[src/rtl/masked_state_pkg.sv]
// Shared types and sizing helpers for the share-aware masked state register.
package masked_state_pkg;

  typedef enum logic [1:0] {
    FSM_IDLE = 2'd0,
    FSM_RUN  = 2'd1,
    FSM_DONE = 2'd2
  } fsm_e;

  // Round index must be able to hold ROUNDS itself (saturating value).
  function automatic int unsigned round_w(input int unsigned rounds);
    return (rounds + 1 > 1) ? int'($clog2(rounds + 1)) : 1;
  endfunction

  function automatic int unsigned lat_w(input int unsigned rf_lat);
    return (rf_lat > 1) ? int'($clog2(rf_lat)) : 1;
  endfunction

  function automatic int unsigned share_lsb(input int unsigned idx, input int unsigned width);
    return idx * width;
  endfunction

endpackage

[src/rtl/masked_state_reg_mux_reg.sv]
// Enable + 2:1 select register; one instance holds one share, shares never mix.
module mux_reg #(
  parameter int unsigned WIDTH = 8
) (
  input  logic             clk,
  input  logic             rst_n,
  input  logic             en,
  input  logic             sel,
  input  logic [WIDTH-1:0] d1,
  input  logic [WIDTH-1:0] d0,
  output logic [WIDTH-1:0] q
);

  always_ff @(posedge clk or negedge rst_n) begin
    if (!rst_n) begin
      q <= '0;
    end else if (en) begin
      q <= sel ? d1 : d0;
    end
  end

endmodule

[src/rtl/masked_state_reg.sv]
// Masked state register with round sequencing: loads shares, then iterates the
// round-function output ROUNDS times with RF_LAT cycles per update.
module masked_state_reg
  import masked_state_pkg::*;
#(
  parameter int unsigned SHARES = 3,
  parameter int unsigned WIDTH  = 128,
  parameter int unsigned ROUNDS = 40,
  parameter int unsigned RF_LAT = 1
) (
  input  logic                          clk,
  input  logic                          rst_n,
  input  logic                          start,
  input  logic [SHARES*WIDTH-1:0]       din,
  input  logic [SHARES*WIDTH-1:0]       rf_in,
  input  logic                          stall,
  output logic [SHARES*WIDTH-1:0]       q,
  output logic [round_w(ROUNDS)-1:0]    round,
  output logic                          busy,
  output logic                          done
);

  localparam int unsigned ROUND_W = round_w(ROUNDS);
  localparam int unsigned LAT_W   = lat_w(RF_LAT);

  localparam logic [1:0] ST_IDLE = 2'(FSM_IDLE);
  localparam logic [1:0] ST_RUN  = 2'(FSM_RUN);
  localparam logic [1:0] ST_DONE = 2'(FSM_DONE);

  localparam logic [LAT_W-1:0]   LAT_LAST   = LAT_W'(RF_LAT - 1);
  localparam logic [ROUND_W-1:0] ROUND_LAST = ROUND_W'(ROUNDS - 1);
  localparam logic [ROUND_W-1:0] ROUND_SAT  = ROUND_W'(ROUNDS);

  logic [1:0]         state, state_nxt;
  logic [ROUND_W-1:0] round_nxt;
  logic [LAT_W-1:0]   lat_cnt, lat_nxt;
  logic               load_c, update_c;

  // Next-state, counter and share-bank control decode
  always_comb begin
    state_nxt = state;
    round_nxt = round;
    lat_nxt   = lat_cnt;
    load_c    = 1'b0;
    update_c  = 1'b0;
    case (state)
      ST_IDLE, ST_DONE: begin
        if (start) begin
          load_c    = 1'b1;
          round_nxt = '0;
          lat_nxt   = '0;
          state_nxt = ST_RUN;
        end else begin
          state_nxt = ST_IDLE;
        end
      end
      ST_RUN: begin
        if (!stall) begin
          if (lat_cnt == LAT_LAST) begin
            update_c = 1'b1;
            lat_nxt  = '0;
            if (round == ROUND_LAST) begin
              round_nxt = ROUND_SAT;
              state_nxt = ST_DONE;
            end else begin
              round_nxt = round + ROUND_W'(1);
            end
          end else begin
            lat_nxt = lat_cnt + LAT_W'(1);
          end
        end
      end
      default: state_nxt = ST_IDLE;
    endcase
  end

  always_ff @(posedge clk or negedge rst_n) begin
    if (!rst_n) begin
      state   <= ST_IDLE;
      round   <= '0;
      lat_cnt <= '0;
      busy    <= 1'b0;
      done    <= 1'b0;
    end else begin
      state   <= state_nxt;
      round   <= round_nxt;
      lat_cnt <= lat_nxt;
      busy    <= (state_nxt == ST_RUN);
      done    <= (state_nxt == ST_DONE);
    end
  end

  // One select-and-store register per share
  for (genvar i = 0; i < SHARES; i++) begin : g_share
    mux_reg #(.WIDTH(WIDTH)) u_share (
      .clk  (clk),
      .rst_n(rst_n),
      .en   (load_c | update_c),
      .sel  (load_c),
      .d1   (din[share_lsb(i, WIDTH) +: WIDTH]),
      .d0   (rf_in[share_lsb(i, WIDTH) +: WIDTH]),
      .q    (q[share_lsb(i, WIDTH) +: WIDTH])
    );
  end

endmodule

[config.mk]
export PLATFORM = sky130hd
export DESIGN_NAME = masked_state_reg
export DESIGN_NICKNAME = d
export VERILOG_FILES = /design/src/rtl/masked_state_pkg.sv /design/src/rtl/masked_state_reg_mux_reg.sv /design/src/rtl/masked_state_reg.sv
export SDC_FILE = /design/constraint.sdc
export NUM_CORES = 1
export LEC_CHECK = 0
export BUFFER_PORTS_ARGS = -buffer_cell sky130_fd_sc_hd__buf_4
export CAP_MARGIN = 5
export CORE_AREA = 8 8 441 443
export CTS_BUF_LIST = sky130_fd_sc_hd__clkbuf_4
export DETAILED_ROUTE_END_ITERATION = 6
export DIE_AREA = 0 0 449 451
export HOLD_SLACK_MARGIN = 0.05
export PLACE_DENSITY = 0.39
export SYNTH_ARGS = -nofsm -noshare
export SYNTH_HDL_FRONTEND = slang
export SYNTH_SLANG_ARGS = --single-unit
export TNS_END_PERCENT = 50
[constraint.sdc]
create_clock -name clk -period 1.4 [get_ports clk]
set_input_delay 0.07 -clock clk [delete_from_list [all_inputs] [get_ports clk]]
set_output_delay 0.07 -clock clk [all_outputs]
set_load 0.03 [all_outputs]
==> out/results.env, run 1 <==
STATUS='aborted with a tool error'
OUTCOME.STOP_STAGE='4_1_cts'
TOOL.ERROR='[ERROR RSZ-0060] Max buffer count reached.'
CTS_HOLD_REPAIR.BUFFERS=1228
CORE.ROWCOUNT=159
SYNTH-EDFF-COUNT=0
SYNTHARSTFLOPSHARE_PCT=100.0
POSTSYNTHNETCOUNT=2906
TRITONCTS.NUM_BUFFERS=135
SYNTHDISTINCTLIBCELLS=24
POST_SYNTH.CELL_AREA_AVG_UM2=8.228
CTS_RESIZED=443
INITIAL_CORE_UTILIZATION_PCT=9.385
FLOORPLAN.DIE.HEIGHT_UM=451
POSTSYNTHCELLCOUNT=2133
DP_SLACK_NS=-0.3667
IO-PIN-COUNT=1164
SYNTH-MAIN-FF-CELL='sky130_fd_sc_hd__dfrtp_1'
SYNTH_AREA_LEADER_CELL='sky130_fd_sc_hd__dfrtp_1'
CTS_MAX_LEVEL=4
SYNTH.YOSYS.SEQ_AREA_SHARE_PCT=56.18
POSTCTSSETUPREPAIRBUFS=123
NUMCLOCKSINKS=394
CTS-ROOT-TO-SINK-BUFFERS=3
DP_HPWL_MM=138.6
NUMPLACEDINSTANCES=5778
YS_SEQ_ELEMENTS=394
FP.DIEW_UM=449
NUMPORTBUFFERS=1163
NETLIST_TOP_CELLS_AREA='sky130_fd_sc_hd__dfrtp_1 (56%), sky130_fd_sc_hd__nand2_1 (16%), sky130_fd_sc_hd__a31oi_1 (14%), sky130_fd_sc_hd__nor2_1 (8.3%), sky130_fd_sc_hd__buf_2 (2.6%)'
GP_CONGESTION=0.9339
SYN-CELL-AREA_MM2=0.01755
YOSYSWARNINGS=0
CTSROOTBUFFERMASTER='sky130_fd_sc_hd__clkbuf_4'
POST-SYNTH-TOP-AREA-FRACTION_PCT=56.18
[metrics by stage]
stage	hold WS (ns)	area, um^2	util (%)	TNS (ns)
after global placement	-0.04089	30400	16.26	-77.23
after floorplan	-0.2256	17630	-	-14.98
after detailed placement	-0.03854	30400	16.26	-85.08
[cells in the mapped netlist, types with 2 or more instances]
cell	instances
sky130_fd_sc_hd__nand4_1	3
sky130_fd_sc_hd__o21ai_0	4
sky130_fd_sc_hd__a31oi_1	385
sky130_fd_sc_hd__buf_2	92
sky130_fd_sc_hd__buf_1	6
sky130_fd_sc_hd__nand2_1	771
sky130_fd_sc_hd__dfrtp_1	394
sky130_fd_sc_hd__nor3_1	2
sky130_fd_sc_hd__a22o_1	2
sky130_fd_sc_hd__clkbuf_1	72
sky130_fd_sc_hd__nor2_1	388
sky130_fd_sc_hd__nand2b_1	2
[cells by family after synthesis]
group	after synthesis	synth area share (%)
simple gates	1171	25.24
compound gates	394	14.07
flops	394	56.18
buf+inv	171	4.335
xor+xnor	1	0.04991
mux	1	0.05704
fa+ha+maj	1	0.07128
==> inputs of run 2 (changes only) <==
--- a/config.mk
+++ b/config.mk
@@ -7,12 +7,10 @@
 export LEC_CHECK = 0
 export BUFFER_PORTS_ARGS = -buffer_cell sky130_fd_sc_hd__buf_4
 export CAP_MARGIN = 5
-export CORE_AREA = 8 8 441 443
-export CTS_BUF_LIST = sky130_fd_sc_hd__clkbuf_4
+export CORE_AREA = 8 8 452 454
 export DETAILED_ROUTE_END_ITERATION = 6
-export DIE_AREA = 0 0 449 451
-export HOLD_SLACK_MARGIN = 0.05
-export PLACE_DENSITY = 0.39
+export DIE_AREA = 0 0 460 462
+export PLACE_DENSITY_LB_ADDON = 0.15
 export SYNTH_ARGS = -nofsm -noshare
 export SYNTH_HDL_FRONTEND = slang
 export SYNTH_SLANG_ARGS = --single-unit
==> constraint.sdc (replaced) <==
create_clock -name clk -period 1.8 [get_ports clk]
set_input_delay 0.09 -clock clk [delete_from_list [all_inputs] [get_ports clk]]
set_output_delay 0.09 -clock clk [all_outputs]
set_load 0.03 [all_outputs]
==> run 2 against run 1 <==
Against the previous run:
- the flow now finishes without violations
- area after synthesis is the same
- synthesized cell count is the same
==> out/results.env, run 2 <==
STATUS='complete, no violations'
CTS_MAX_LEVEL=2  # -2
ROUTE.FINAL.WIRE_LENGTH_MM=148.3
WORST_SETUP_PATH_START_KIND='flop'
SETUP-VIOLATIONS-FINAL=0
REG_TOP3='g_share.u_share.q x384, round x6, state x2'
TRITONCTS.NUM_BUFFERS=58  # -57%
VIA_COUNT=23170
RSZ0062_AT_GRT='yes'
INTERNAL-POWER_mW=24.05
GROUTE.USAGE.OVERALL_PCT=13.10
FMAX_MHz=580.6
YS_SEQ_ELEMENTS=394  # unchanged
SLEW_AT_THE_PIN_CLOSEST_TO_ITS_MAX_SLEW_LIMIT_NS=0.5086
VIASPERCELL=3.416
INITIAL_CORE_UTILIZATION_PCT=8.927  # -0.46 points
DP_HPWL_MM=121.5  # -12%
YS_TOP_CELLS_BY_COUNT='sky130_fd_sc_hd__nand2_1 (771), sky130_fd_sc_hd__dfrtp_1 (394), sky130_fd_sc_hd__nor2_1 (388), sky130_fd_sc_hd__a31oi_1 (385), sky130_fd_sc_hd__buf_2 (92)'
SLOWEST_DELAY_NS=0.42
P_PER_AREA_mW_PER_MM2=991.9
AREA.GROWTH.SYNTH_TO_FINAL_PCT=128.0
CTSROOTBUFFERMASTER='sky130_fd_sc_hd__clkbuf_16'
LARGEST_REG_FLOPS=384
MOST_FREQUENT_CELL_ON_THE_CRITICAL_PATH='sky130_fd_sc_hd__buf_12'
LARGEST_REGISTER='g_share.u_share.q'
CP_CELL_SEQUENCE='nand2b_4, buf_12, buf_12, nand2_1, a31oi_1'
SYNTH-MAIN-FF-CELL='sky130_fd_sc_hd__dfrtp_1'
LAYOUT_WORST_PATH_CYCLE_SHARE_PCT=95.68
MOST_COMMON_CELL_AFTER_LAYOUT_FILL_AND_TAPS_ASIDE='sky130_fd_sc_hd__buf_4'
SYNTHMOSTINSTANTIATEDCELL='sky130_fd_sc_hd__nand2_1'
MAX_SLEW_VIOLATION_TOTAL_FROM_THE_FINAL_REPORT=0
CRITICAL_PATH_TYPE='reg -> reg'
TIMING.HOLD.WS_NS=0.1625
CRITPATHTOPFAMILY='simple AND/OR/NAND/NOR gates'
PWR-SHARE-COMB_PCT=39.7
CRIT-REG2REG-LAUNCH='state[0]'
FINCLKSKEW_NS=0.03910
DESIGN.DIE.AREA_MM2=0.2125
POST-SYNTH-TOP-AREA-FRACTION_PCT=56.18  # unchanged
WORST_SETUP_PATH_END_KIND='flop'
DP_SLACK_NS=0.05444  # +0.4211 ns
DRC=0
NUMPORTBUFFERS=1163  # unchanged
CRIT_SLOWEST_CELL='sky130_fd_sc_hd__dfrtp_1'
YOSYSWARNINGS=0  # unchanged
POWER_SWITCHING_SHARE_PCT=39.42
SYNTH-EDFF-COUNT=0  # unchanged
MAX_CAP_VIOL_COUNT=0
GRT_START_MAX_NET_PINS=92
SYN-CELL-AREA_MM2=0.01755  # unchanged
GRT_PASS1_VIAS=24850
CTS-ROOT-TO-SINK-BUFFERS=3  # unchanged
STDCELL_COUNT=6784
SYNTHDISTINCTLIBCELLS=24  # unchanged
TRITONCTS='done'
ROUTEDWLPERCELL_UM=21.87
DRT.ANTENNA.VIOLATING_NETS=0
FLOORPLAN.DIE.HEIGHT_UM=462  # +2.4%
SEQPWRFRAC_PCT=30.7
CLK_PIN_SLEW_NS=0.06
NETLIST_TOP_CELLS_AREA='sky130_fd_sc_hd__dfrtp_1 (56%), sky130_fd_sc_hd__nand2_1 (16%), sky130_fd_sc_hd__a31oi_1 (14%), sky130_fd_sc_hd__nor2_1 (8.3%), sky130_fd_sc_hd__buf_2 (2.6%)'
GP_CONGESTION=0.8349  # -11%
ARRIVAL_NS=2.32
POSTSYNTHNETCOUNT=2906  # unchanged
TIMING.CRITICAL_PATH.FANOUT_MAX=42
NUMPLACEDINSTANCES=5881  # +1.8%
DETAILEDROUTE.FIRSTPASSITERATIONCOUNT=5
LAYOUT_COMMON_CELLS='sky130_fd_sc_hd__buf_4 (1241), sky130_fd_sc_hd__dlygate4sd3_1 (775), sky130_fd_sc_hd__nand2_1 (771)'
GRT_ANTENNA_BEFORE_REPAIR=36
FP.DIEW_UM=460  # +2.4%
SYNTH_AREA_LEADER_CELL='sky130_fd_sc_hd__dfrtp_1'
GRT-OVFL-TOTAL=0
MINIMUM_CLOCK_PERIOD_NS=1.722
HOLDCRITPATHCLASS='in -> async'
SYNTHARSTFLOPSHARE_PCT=100.0  # unchanged
FRACTION_OF_FINAL_LAYOUT_CELLS_SIZED_BEYOND_DRIVE_STRENGTH_1_PCT=33.33
WORST_SKEW_PAIR.LATE_LATENCY_NS=0.69
POWER.SHARE.CLOCK_PCT=29.6
R2R_SLACK_NS=0.08
SYNTH.YOSYS.SEQ_AREA_SHARE_PCT=56.18  # unchanged
FIRST_PASS_GRT_WIRE_LENGTH_MM=201.3
CP.REQUIRED_NS=2.40
IO-PIN-COUNT=1164  # unchanged
FF2FF_PATH_DEPTH=5
RELSLEWSLACK_PCT=66.10
NETS=4854
NUMCLOCKSINKS=394  # unchanged
POSTSYNTHCELLCOUNT=2133  # unchanged
HOLD_VIOLATIONS_FINAL=0
STATIC-LEAKAGE-POWER_nW=17.85
P_SW_mW=15.65
CORE_BOX_AREA_MM2=0.1966
DETAILEDROUTE.FIRSTITERATIONVIOLATIONS=1111
POST_SYNTH.CELL_AREA_AVG_UM2=8.228  # unchanged
VDD_DROP_MAX_mV=0.7209
SETUP_SLACK_NS=0.07777
R2R-END='g_share[2].u_share.q[6]'
PATH_BUF_INV=2
CORE.ROWCOUNT=163  # +2.5%
[run 2: cell counts after synthesis]
Identical to the previous run, type by type.
[run 2: worst max-delay path by stage]
stage          cells after the start                        end  startpoint  slack (ns)
2_1_floorplan                      6   g_share[0].u_share.q[79]    state[1]        0.31
3_3_place_gp                       7   g_share[0].u_share.q[53]    state[1]        0.09
3_5_place_dp                       5  g_share[2].u_share.q[102]    state[0]        0.05
4_1_cts                            5  g_share[0].u_share.q[124]    state[0]        0.04
5_1_grt                            7   g_share[0].u_share.q[53]    state[1]       -0.03
6_report                           5    g_share[2].u_share.q[6]    state[0]        0.08
[run 2: stage by stage]
stage | power, mW | setup TNS (ns) | utilization (%) | cell area, um^2
after global routing | 41.91 | -0.06068 | 20.35 | 40000
after detailed placement | 26.82 | 0 | 15.37 | 30210
after global placement | 26.84 | 0 | 15.37 | 30210
after CTS | 40.62 | 0 | 20.29 | 39890
final | 39.69 | 0 | 20.35 | 40020
after floorplan | 18.82 | 0 | - | 17550
[run 2: final cells by class]
type,instances,area (um^2)
Antenna cell,18,45.04
Clock buffer,89,1709
Clock inverter,16,186.4
Fill cell,22220,156600
Multi-Input combinational cell,1568,6953
Sequential cell,394,9859
Tap cell,2640,3303
Timing Repair Buffer,2059,17960
[run 2: timing repair]
action / CTS / global route
resized for setup: 0 / 3
endpoints found under the hold margin: 785 / 0
hold buffers: 776 / 0
setup endpoints to repair: 0 / 24
buffers inserted: 0 / 2
[run 2: tightest hold or removal path, stage by stage]
cell                            delay, ns
sky130_fd_sc_hd__dlygate4sd3_1       0.56
sky130_fd_sc_hd__buf_8               0.28
sky130_fd_sc_hd__buf_12              0.22
[run 2: power groups by stage]
| stage | logic, mW | clock network, mW | registers (mW) |
|---|---|---|---|
| floorplan | 3.00 | 0 | 15.8 |
| global placement | 14.5 | 0 | 12.3 |
| detailed placement | 14.5 | 0 | 12.3 |
| CTS | 16.1 | 12.3 | 12.2 |
| global route | 16.8 | 12.7 | 12.4 |
| finish | 15.8 | 11.7 | 12.2 |
[run 2: cells by family (layout without fill, tap and decap cells)]
group | count (synthesis) | in the layout | share of synthesized area (%)
DFF | 394 | 394 | 56.18
muxes | 1 | 1 | 0.05704
buffers and inverters | 171 | 2164 | 4.335
AOI/OAI and AO/OA | 394 | 394 | 14.07
xor gates and xnor gates | 1 | 1 | 0.04991
and+or+nand+nor | 1171 | 1171 | 25.24
adders and majority gates | 1 | 1 | 0.07128
other | 0 | 18 | 0
[run 2: routing by layer]
layer  global-route usage (%)  vias to the layer above  wire [um]
li1                         -                    11060          -
met1                    16.54                    11000      63040
met2                    22.15                      950      70360
met3                    4.171                      138      12260
met4                    2.267                       16       2577
met5                        0                        -         92
Note: power is estimated with default switching activity, not from simulation.
==> inputs of run 3 (changes only) <==
--- a/config.mk
+++ b/config.mk
@@ -11,6 +11,7 @@
 export DETAILED_ROUTE_END_ITERATION = 6
 export DIE_AREA = 0 0 460 462
 export PLACE_DENSITY_LB_ADDON = 0.15
+export SETUP_SLACK_MARGIN = 0.2
 export SYNTH_ARGS = -nofsm -noshare
 export SYNTH_HDL_FRONTEND = slang
 export SYNTH_SLANG_ARGS = --single-unit
==> run 3 against run 2 <==
Against the previous run:
- final cell count is 0.46% higher
- power up 2.0%
- highest routed layer unchanged
- clock power about the same
- first-iteration DRC count rose by 16%
- count of clock-buffer cells in the layout is the same
- hold slack improved by 0.0023 ns
- largest power group unchanged
- combinational power up 4%
- setup slack better by 0.0048 ns
==> out/results.env, run 3 (synthesis gave the netlist of run 2 again) <==
GRT_PASS1_VIAS=25030  # +0.72%
VIASPERCELL=3.473  # +1.7%
GRT_ANTENNA_BEFORE_REPAIR=39  # +8.3%
POSTLAYOUTCOREUTIL_PCT=20.79  # +0.43 points
FILL_CELLS=22160  # -0.30%
SLEW_AT_THE_PIN_CLOSEST_TO_ITS_MAX_SLEW_LIMIT_NS=0.5211  # +0.01258 ns
TIMING.CRITICAL_PATH.FANOUT_MAX=26  # -38%
VDD_DROP_MAX_mV=0.7270  # +0.85%
FRACTION_OF_FINAL_LAYOUT_CELLS_SIZED_BEYOND_DRIVE_STRENGTH_1_PCT=34.30  # +0.97 points
REG_TOP3='g_share.u_share.q x384, round x6, state x2'
NUMCLOCKSINKS=394  # unchanged
DRT.ANTENNA.VIOLATING_NETS=0  # unchanged
DETAILEDROUTE.FIRSTITERATIONVIOLATIONS=1294  # +16%
FINCLKSKEW_NS=0.03863  # -0.0004654 ns
CRIT-REG2REG-LAUNCH='state[0]'
FIRST_PASS_GRT_WIRE_LENGTH_MM=203.3  # +1.0%
CRITICAL_PATH_TYPE='reg -> reg'
FINAL_CELL_AREA_MM2=0.04087  # +2.1%
MOST_COMMON_CELL_AFTER_LAYOUT_FILL_AND_TAPS_ASIDE='sky130_fd_sc_hd__buf_4'
HOLD_VIOLATIONS_FINAL=0  # unchanged
P_PER_AREA_mW_PER_MM2=990.5  # -0.15%
NUMPORTBUFFERS=1163  # unchanged
SEQPWRFRAC_PCT=30.1  # -0.6 points
MINIMUM_CLOCK_PERIOD_NS=1.717  # -0.004767 ns
MULTI_INPUT_LOGIC_AREA_MM2=0.006994  # +0.59%
WORST_SKEW_PAIR.LATE_LATENCY_NS=0.69  # about the same
GRT-OVFL-TOTAL=0  # unchanged
GP_CONGESTION=0.8349  # unchanged
FP.DIEW_UM=460  # unchanged
STATIC-LEAKAGE-POWER_nW=18.24  # +2.2%
LARGEST_REG_FLOPS=384  # unchanged
TIMING.SETUP.TNS_NS=0  # unchanged
PATH_BUF_INV=3  # +1
ARRIVAL_NS=2.31  # about the same
POWER.SHARE.CLOCK_PCT=29.1  # -0.5 points
AREA.GROWTH.SYNTH_TO_FINAL_PCT=132.9
CRIT_SLOWEST_CELL='sky130_fd_sc_hd__dfrtp_2'
CORE_BOX_AREA_MM2=0.1966  # unchanged
WORST_SETUP_PATH_END_KIND='flop'
RELSLEWSLACK_PCT=65.26  # -0.84 points
DESIGN.DIE.AREA_MM2=0.2125  # unchanged
CP.REQUIRED_NS=2.39  # about the same
CP_CELL_SEQUENCE='buf_4, nor2b_4, buf_12, buf_12, nand2_1, a31oi_1'
R2R-END='g_share[0].u_share.q[8]'
SETUP-VIOLATIONS-FINAL=0  # unchanged
HOLDCRITPATHCLASS='in -> async'
POWER_SWITCHING_SHARE_PCT=39.48  # +0.059 points
PWR-SHARE-COMB_PCT=40.9  # +1.2 points
DP_HPWL_MM=121.5  # unchanged
REGAREA_MM2=0.009863  # about the same
STATUS='complete, no violations'
GRT_START_MAX_NET_PINS=92  # unchanged
LAYOUT_COMMON_CELLS='sky130_fd_sc_hd__buf_4 (1232), sky130_fd_sc_hd__dlygate4sd3_1 (772), sky130_fd_sc_hd__nand2_1 (760)'
LARGEST_REGISTER='g_share.u_share.q'
LAYOUT_WORST_PATH_CYCLE_SHARE_PCT=95.41  # -0.26 points
CLK_PIN_SLEW_NS=0.06  # about the same
IO-PIN-COUNT=1164  # unchanged
PLACEDINSTANCEAREA_MM2=0.03021  # unchanged
WORSTSETUPSTARTPOINT='state[0]'
MAX_CAP_VIOL_COUNT=0  # unchanged
INITIAL_CORE_UTILIZATION_PCT=8.927  # unchanged
CORE.ROWCOUNT=163  # unchanged
FMAX_MHz=582.3  # +0.28%
CP_NUM_CELLS=6  # +1
RSZ0062_AT_GRT='yes'
P_SW_mW=15.98  # +2.1%
ROUTEDWLPERCELL_UM=22.46  # +2.7%
CRITPATHTOPFAMILY='buffers and inverters'
SLOWEST_DELAY_NS=0.40  # -0.02 ns
TRITONCTS='done'
R2R_SLACK_NS=0.08  # about the same
CTS-ROOT-TO-SINK-BUFFERS=3  # unchanged
MAX_SLEW_VIOLATION_TOTAL_FROM_THE_FINAL_REPORT=0  # unchanged
MOST_FREQUENT_CELL_ON_THE_CRITICAL_PATH='sky130_fd_sc_hd__buf_12'
TRITONCTS.NUM_BUFFERS=58  # unchanged
CTSROOTBUFFERMASTER='sky130_fd_sc_hd__clkbuf_16'
INTERNAL-POWER_mW=24.50  # +1.9%
NETS=4886  # +0.66%
DETAILEDROUTE.FIRSTPASSITERATIONCOUNT=7  # +2
WORST_SETUP_PATH_START_KIND='flop'
FLOORPLAN.DIE.HEIGHT_UM=462  # unchanged
VIA_COUNT=23670  # +2.2%
DRC=0  # unchanged
CTS_MAX_LEVEL=2  # unchanged
ROUTE.FINAL.WIRE_LENGTH_MM=153.0  # +3.2%
FF2FF_PATH_DEPTH=6  # +1
GROUTE.USAGE.OVERALL_PCT=13.24  # +0.14 points
[run 3: how the worst max path moves through the flow]
| stage | endpoint | slack (ns) |
|---|---|---|
| 5_1_grt | g_share[2].u_share.q[101] | 0.05 |
| 3_3_place_gp | g_share[0].u_share.q[53] | 0.09 |
| 2_1_floorplan | g_share[0].u_share.q[79] | 0.31 |
| 4_1_cts | g_share[1].u_share.q[14] | 0.11 |
| 3_5_place_dp | g_share[2].u_share.q[102] | 0.05 |
| 6_report | g_share[0].u_share.q[8] | 0.08 |
[run 3: final cells by class]
cell class / instances / area share [%]
diodes: 17 / 0.1041
repair buffers: 2091 / 45.93
clock inverters: 16 / 0.4561
well taps: 2640 / 8.082
clock buffers: 89 / 4.182
flip-flops and latches: 394 / 24.13
multi-input cells: 1568 / 17.11
[run 3: power groups by stage]
stage                     clock network, mW  registers [mW]  logic (mW)
after floorplan                           0            15.8        3.00
after global routing                   12.7            12.4        17.5
final                                  11.8            12.2        16.5
after CTS                              12.3            12.2        16.3
after detailed placement                  0            12.3        14.5
after global placement                    0            12.3        14.5
[run 3: repair_timing]
item | 4_1_cts | 5_1_grt
buffers inserted | 11 | 2
resized for setup | 34 | 26
pin swaps | 0 | 0
setup endpoints to repair | 266 | 364
endpoints found under the hold margin | 785 | 0
gates cloned | 3 | 23
hold buffers | 773 | 0
[run 3: stage by stage]
stage	hold slack, ns	total power [mW]	instances	setup slack (ns)
2_1_floorplan	-0.2056	18.82	2133	0.3107
3_3_place_gp	0.04645	26.84	5881	0.08662
3_5_place_dp	0.05099	26.82	5881	0.05444
4_1_cts	0.07784	40.91	6773	0.1073
5_1_grt	0.1051	42.66	6810	0.04825
6_report	0.1649	40.48	6815	0.08254
[run 3: routing by layer]
| layer | share of wire, % | global-route usage, % | up-vias |
|---|---|---|---|
| met4 | 1.8 | 2.267 | 20 |
| met1 | 42 | 16.68 | 11320 |
| met3 | 8.6 | 4.183 | 159 |
| met5 | 0.073 | 0 | - |
| li1 | - | - | 11140 |
| met2 | 47 | 22.47 | 1039 |
[run 3: worst reg2reg max path, stage by stage, from the launching register on]
cell	delay, ns
sky130_fd_sc_hd__dfrtp_2	0.40
sky130_fd_sc_hd__buf_4	0.14
sky130_fd_sc_hd__nor2b_4	0.17
sky130_fd_sc_hd__buf_12	0.23
sky130_fd_sc_hd__buf_12	0.34
sky130_fd_sc_hd__nand2_1	0.18
sky130_fd_sc_hd__a31oi_1	0.19
==> inputs of run 4 (changes only) <==
--- a/config.mk
+++ b/config.mk
@@ -7,6 +7,8 @@
 export LEC_CHECK = 0
 export BUFFER_PORTS_ARGS = -buffer_cell sky130_fd_sc_hd__buf_4
 export CAP_MARGIN = 5
+export CELL_PAD_IN_SITES_DETAIL_PLACEMENT = 0
+export CELL_PAD_IN_SITES_GLOBAL_PLACEMENT = 1
 export CORE_AREA = 8 8 452 454
 export DETAILED_ROUTE_END_ITERATION = 6
 export DIE_AREA = 0 0 460 462
==> run 4 against run 3 <==
Against the previous run:
- sequential power about the same
- cell area is 2.3% higher
- non-clock buffer count increased by 16
- die area stayed put
- core utilization is 0.48 points higher
- setup slack got worse by 0.0016 ns
- maximum frequency about the same
- clock skew fell by 0.011 ns
- largest power group unchanged
- combinational power rose by 3%
- first-iteration DRC count fell by 22%
==> out/results.env, run 4 (synthesis gave the netlist of run 2 again) <==
NUMPORTBUFFERS=1163  # unchanged
NUMCLOCKSINKS=394  # unchanged
SLOWEST_DELAY_NS=0.45  # +0.05 ns
CTSROOTBUFFERMASTER='sky130_fd_sc_hd__clkbuf_16'
SETUP-VIOLATIONS-FINAL=0  # unchanged
GP_CONGESTION=0.7881  # -5.6%
DETAILEDROUTE.FIRSTITERATIONVIOLATIONS=1006  # -22%
MAX_SLEW_VIOLATION_TOTAL_FROM_THE_FINAL_REPORT=0  # unchanged
WORST_SETUP_PATH_END_KIND='flop'
GRT_ANTENNA_BEFORE_REPAIR=64  # +64%
FMAX_MHz=581.7  # about the same
WORST_SKEW_PAIR.LATE_LATENCY_NS=0.70  # about the same
FP.DIEW_UM=460  # unchanged
CRIT-REG2REG-LAUNCH='state[0]'
P_PER_AREA_mW_PER_MM2=995.2  # +0.48%
FLOORPLAN.DIE.HEIGHT_UM=462  # unchanged
CRITPATHTOPFAMILY='buffers and inverters'
STATIC-LEAKAGE-POWER_nW=18.53  # +1.6%
ROUTE.FINAL.WIRE_LENGTH_MM=154.7  # +1.1%
PATH_BUF_INV=5  # +2
TIMING.HOLD.WORST_ENDPOINT='g_share[0].u_share.q[53]'
HOLDCRITPATHCLASS='in -> reg'
VIASPERCELL=3.428  # -1.3%
RELSLEWSLACK_PCT=30.20  # -35 points
CTS-ROOT-TO-SINK-BUFFERS=3  # unchanged
FINCLKSKEW_NS=0.02749  # -0.01114 ns
CP_NUM_CELLS=8  # +2
IO-PIN-COUNT=1164  # unchanged
WORST_SETUP_PATH_START_KIND='flop'
STDCELL_COUNT=6849  # +0.50%
LAYOUT_COMMON_CELLS='sky130_fd_sc_hd__buf_4 (1235), sky130_fd_sc_hd__nand2_1 (771), sky130_fd_sc_hd__dlygate4sd3_1 (771)'
DRC=0  # unchanged
CORE.ROWCOUNT=163  # unchanged
GRT_PASS1_VIAS=25600  # +2.3%
DP_HPWL_MM=122.8  # +1.1%
CORE_BOX_AREA_MM2=0.1966  # unchanged
CTS_MAX_LEVEL=2  # unchanged
VDD_DROP_MAX_mV=0.8287  # +14%
FILL_CELLS=22060  # -0.41%
INITIAL_CORE_UTILIZATION_PCT=8.927  # unchanged
DRT.ANTENNA.VIOLATING_NETS=0  # unchanged
CP.REQUIRED_NS=2.34  # -0.05 ns
FIRST_PASS_GRT_WIRE_LENGTH_MM=208.7  # +2.6%
CRIT_SLOWEST_CELL='sky130_fd_sc_hd__dfrtp_2'
VIA_COUNT=23480  # -0.82%
GRT-OVFL-TOTAL=0  # unchanged
R2R_SLACK_NS=0.08  # about the same
GROUTE.USAGE.OVERALL_PCT=13.59  # +0.35 points
STATUS='complete, no violations'
NETS=4905  # +0.39%
RSZ0062_AT_GRT='yes'
MINIMUM_CLOCK_PERIOD_NS=1.719  # +0.001555 ns
LARGEST_REG_FLOPS=384  # unchanged
R2R-END='g_share[1].u_share.q[37]'
FRACTION_OF_FINAL_LAYOUT_CELLS_SIZED_BEYOND_DRIVE_STRENGTH_1_PCT=35.78  # +1.5 points
ARRIVAL_NS=2.26  # -0.05 ns
TRITONCTS='done'
MAX_CAP_VIOL_COUNT=0  # unchanged
AREA.GROWTH.SYNTH_TO_FINAL_PCT=138.2
FINALPOWER_mW=41.61  # +2.8%
ROUTEDWLPERCELL_UM=22.59  # +0.60%
HOLD_VIOLATIONS_FINAL=0  # unchanged
GRT_START_MAX_NET_PINS=77  # -16%
MOST_FREQUENT_CELL_ON_THE_CRITICAL_PATH='sky130_fd_sc_hd__buf_12'
FF2FF_PATH_DEPTH=8  # +2
TIMING.CRITICAL_PATH.FANOUT_MAX=17  # -35%
WORST_HOLD_STARTPOINT='start'
NUMPLACEDINSTANCES=5898  # +0.29%
SLEW_AT_THE_PIN_CLOSEST_TO_ITS_MAX_SLEW_LIMIT_NS=1.044  # +0.5224 ns
DESIGN.DIE.AREA_MM2=0.2125  # unchanged
MOST_COMMON_CELL_AFTER_LAYOUT_FILL_AND_TAPS_ASIDE='sky130_fd_sc_hd__buf_4'
TRITONCTS.NUM_BUFFERS=61  # +5.2%
REG_TOP3='g_share.u_share.q x384, round x6, state x2'
CLK_PIN_SLEW_NS=0.06  # about the same
DETAILEDROUTE.FIRSTPASSITERATIONCOUNT=5  # -2
CRITICAL_PATH_TYPE='reg -> reg'
LAYOUT_WORST_PATH_CYCLE_SHARE_PCT=95.50  # about the same
CP_CELL_SEQUENCE='nand2b_4, o21ai_4, buf_12, buf_12, buf_16, buf_12, buf_16, a31oi_1'
HOLD_PATH_DEPTH=5
LARGEST_REGISTER='g_share.u_share.q'
-- run 4: cell count changes in the layout (fill, tap and decap cells not counted), moves of 11 or more --
cell	delta
sky130_fd_sc_hd__nor2_1	-58
sky130_fd_sc_hd__nor2_4	+42
sky130_fd_sc_hd__buf_12	+22
sky130_fd_sc_hd__diode_2	+17
sky130_fd_sc_hd__nor2_2	+16
sky130_fd_sc_hd__nand2_1	+11
sky130_fd_sc_hd__nand2_2	-11
-- run 4: area by class of cell --
type | instances | area, um^2 | share of cell area (%)
Timing Repair Buffer | 2107 | 19230 | 45.99
Sequential cell | 394 | 9861 | 23.59
Multi-Input combinational cell | 1568 | 7343 | 17.56
Tap cell | 2640 | 3303 | 7.901
Clock buffer | 89 | 1762 | 4.214
Clock inverter | 17 | 226.5 | 0.5417
Antenna cell | 34 | 85.08 | 0.2035
-- run 4: worst max path at each step --
stage	end	slack [ns]	startpoint
3_3_place_gp	g_share[0].u_share.q[104]	0.03	state[1]
2_1_floorplan	g_share[0].u_share.q[79]	0.31	state[1]
4_1_cts	g_share[1].u_share.q[63]	0.05	state[0]
3_5_place_dp	g_share[0].u_share.q[106]	0.02	state[1]
6_report	g_share[1].u_share.q[37]	0.08	state[0]
5_1_grt	g_share[2].u_share.q[126]	-0.01	state[0]
-- run 4: timing repair --
action / CTS / global route
hold endpoints to repair: 787 / 0
buffers inserted: 11 / 7
pin swaps: 1 / 3
setup endpoints to repair: 311 / 399
resized for setup: 28 / 131
cloned: 11 / 11
hold buffers: 771 / 0
-- run 4: stage by stage --
step           hold slack, ns  setup TNS [ns]  setup WS (ns)  util (%)  cell area (um^2)
6_report              0.07680               0        0.08099     21.26             41810
3_3_place_gp         0.008355               0        0.02931     15.55             30570
3_5_place_dp          0.02126               0        0.01871     15.55             30570
4_1_cts              0.002077               0        0.04649     20.80             40890
2_1_floorplan         -0.2056               0         0.3107         -             17550
5_1_grt               0.05134        -0.07295       -0.01024     21.25             41780
-- run 4: worst register-to-register path: cells and delay by family, from the launching register on --
| kind | cells | cell delay [ns] |
|---|---|---|
| AO/OA/AOI/OAI | 2 | 0.18 |
| AND/OR/NAND/NOR | 1 | 0.20 |
| buffers and inverters | 5 | 0.77 |
| flip-flops | 1 | 0.45 |
-- run 4: power by group --
| part | internal, mW | total, mW | switching [mW] |
|---|---|---|---|
| Clock | 7.28 | 12.3 | 5.05 |
| Combinational | 7.15 | 17.0 | 9.86 |
| Sequential | 10.8 | 12.3 | 1.48 |
-- run 4: per-layer routing --
layer  global-route usage [%]  share of wire [%]  wire (um)
met1                    16.46                 42      64680
met4                    3.370                2.6       4084
met5                        0              0.083        128
met2                    23.23                 47      73410
met3                    4.510                8.0      12420
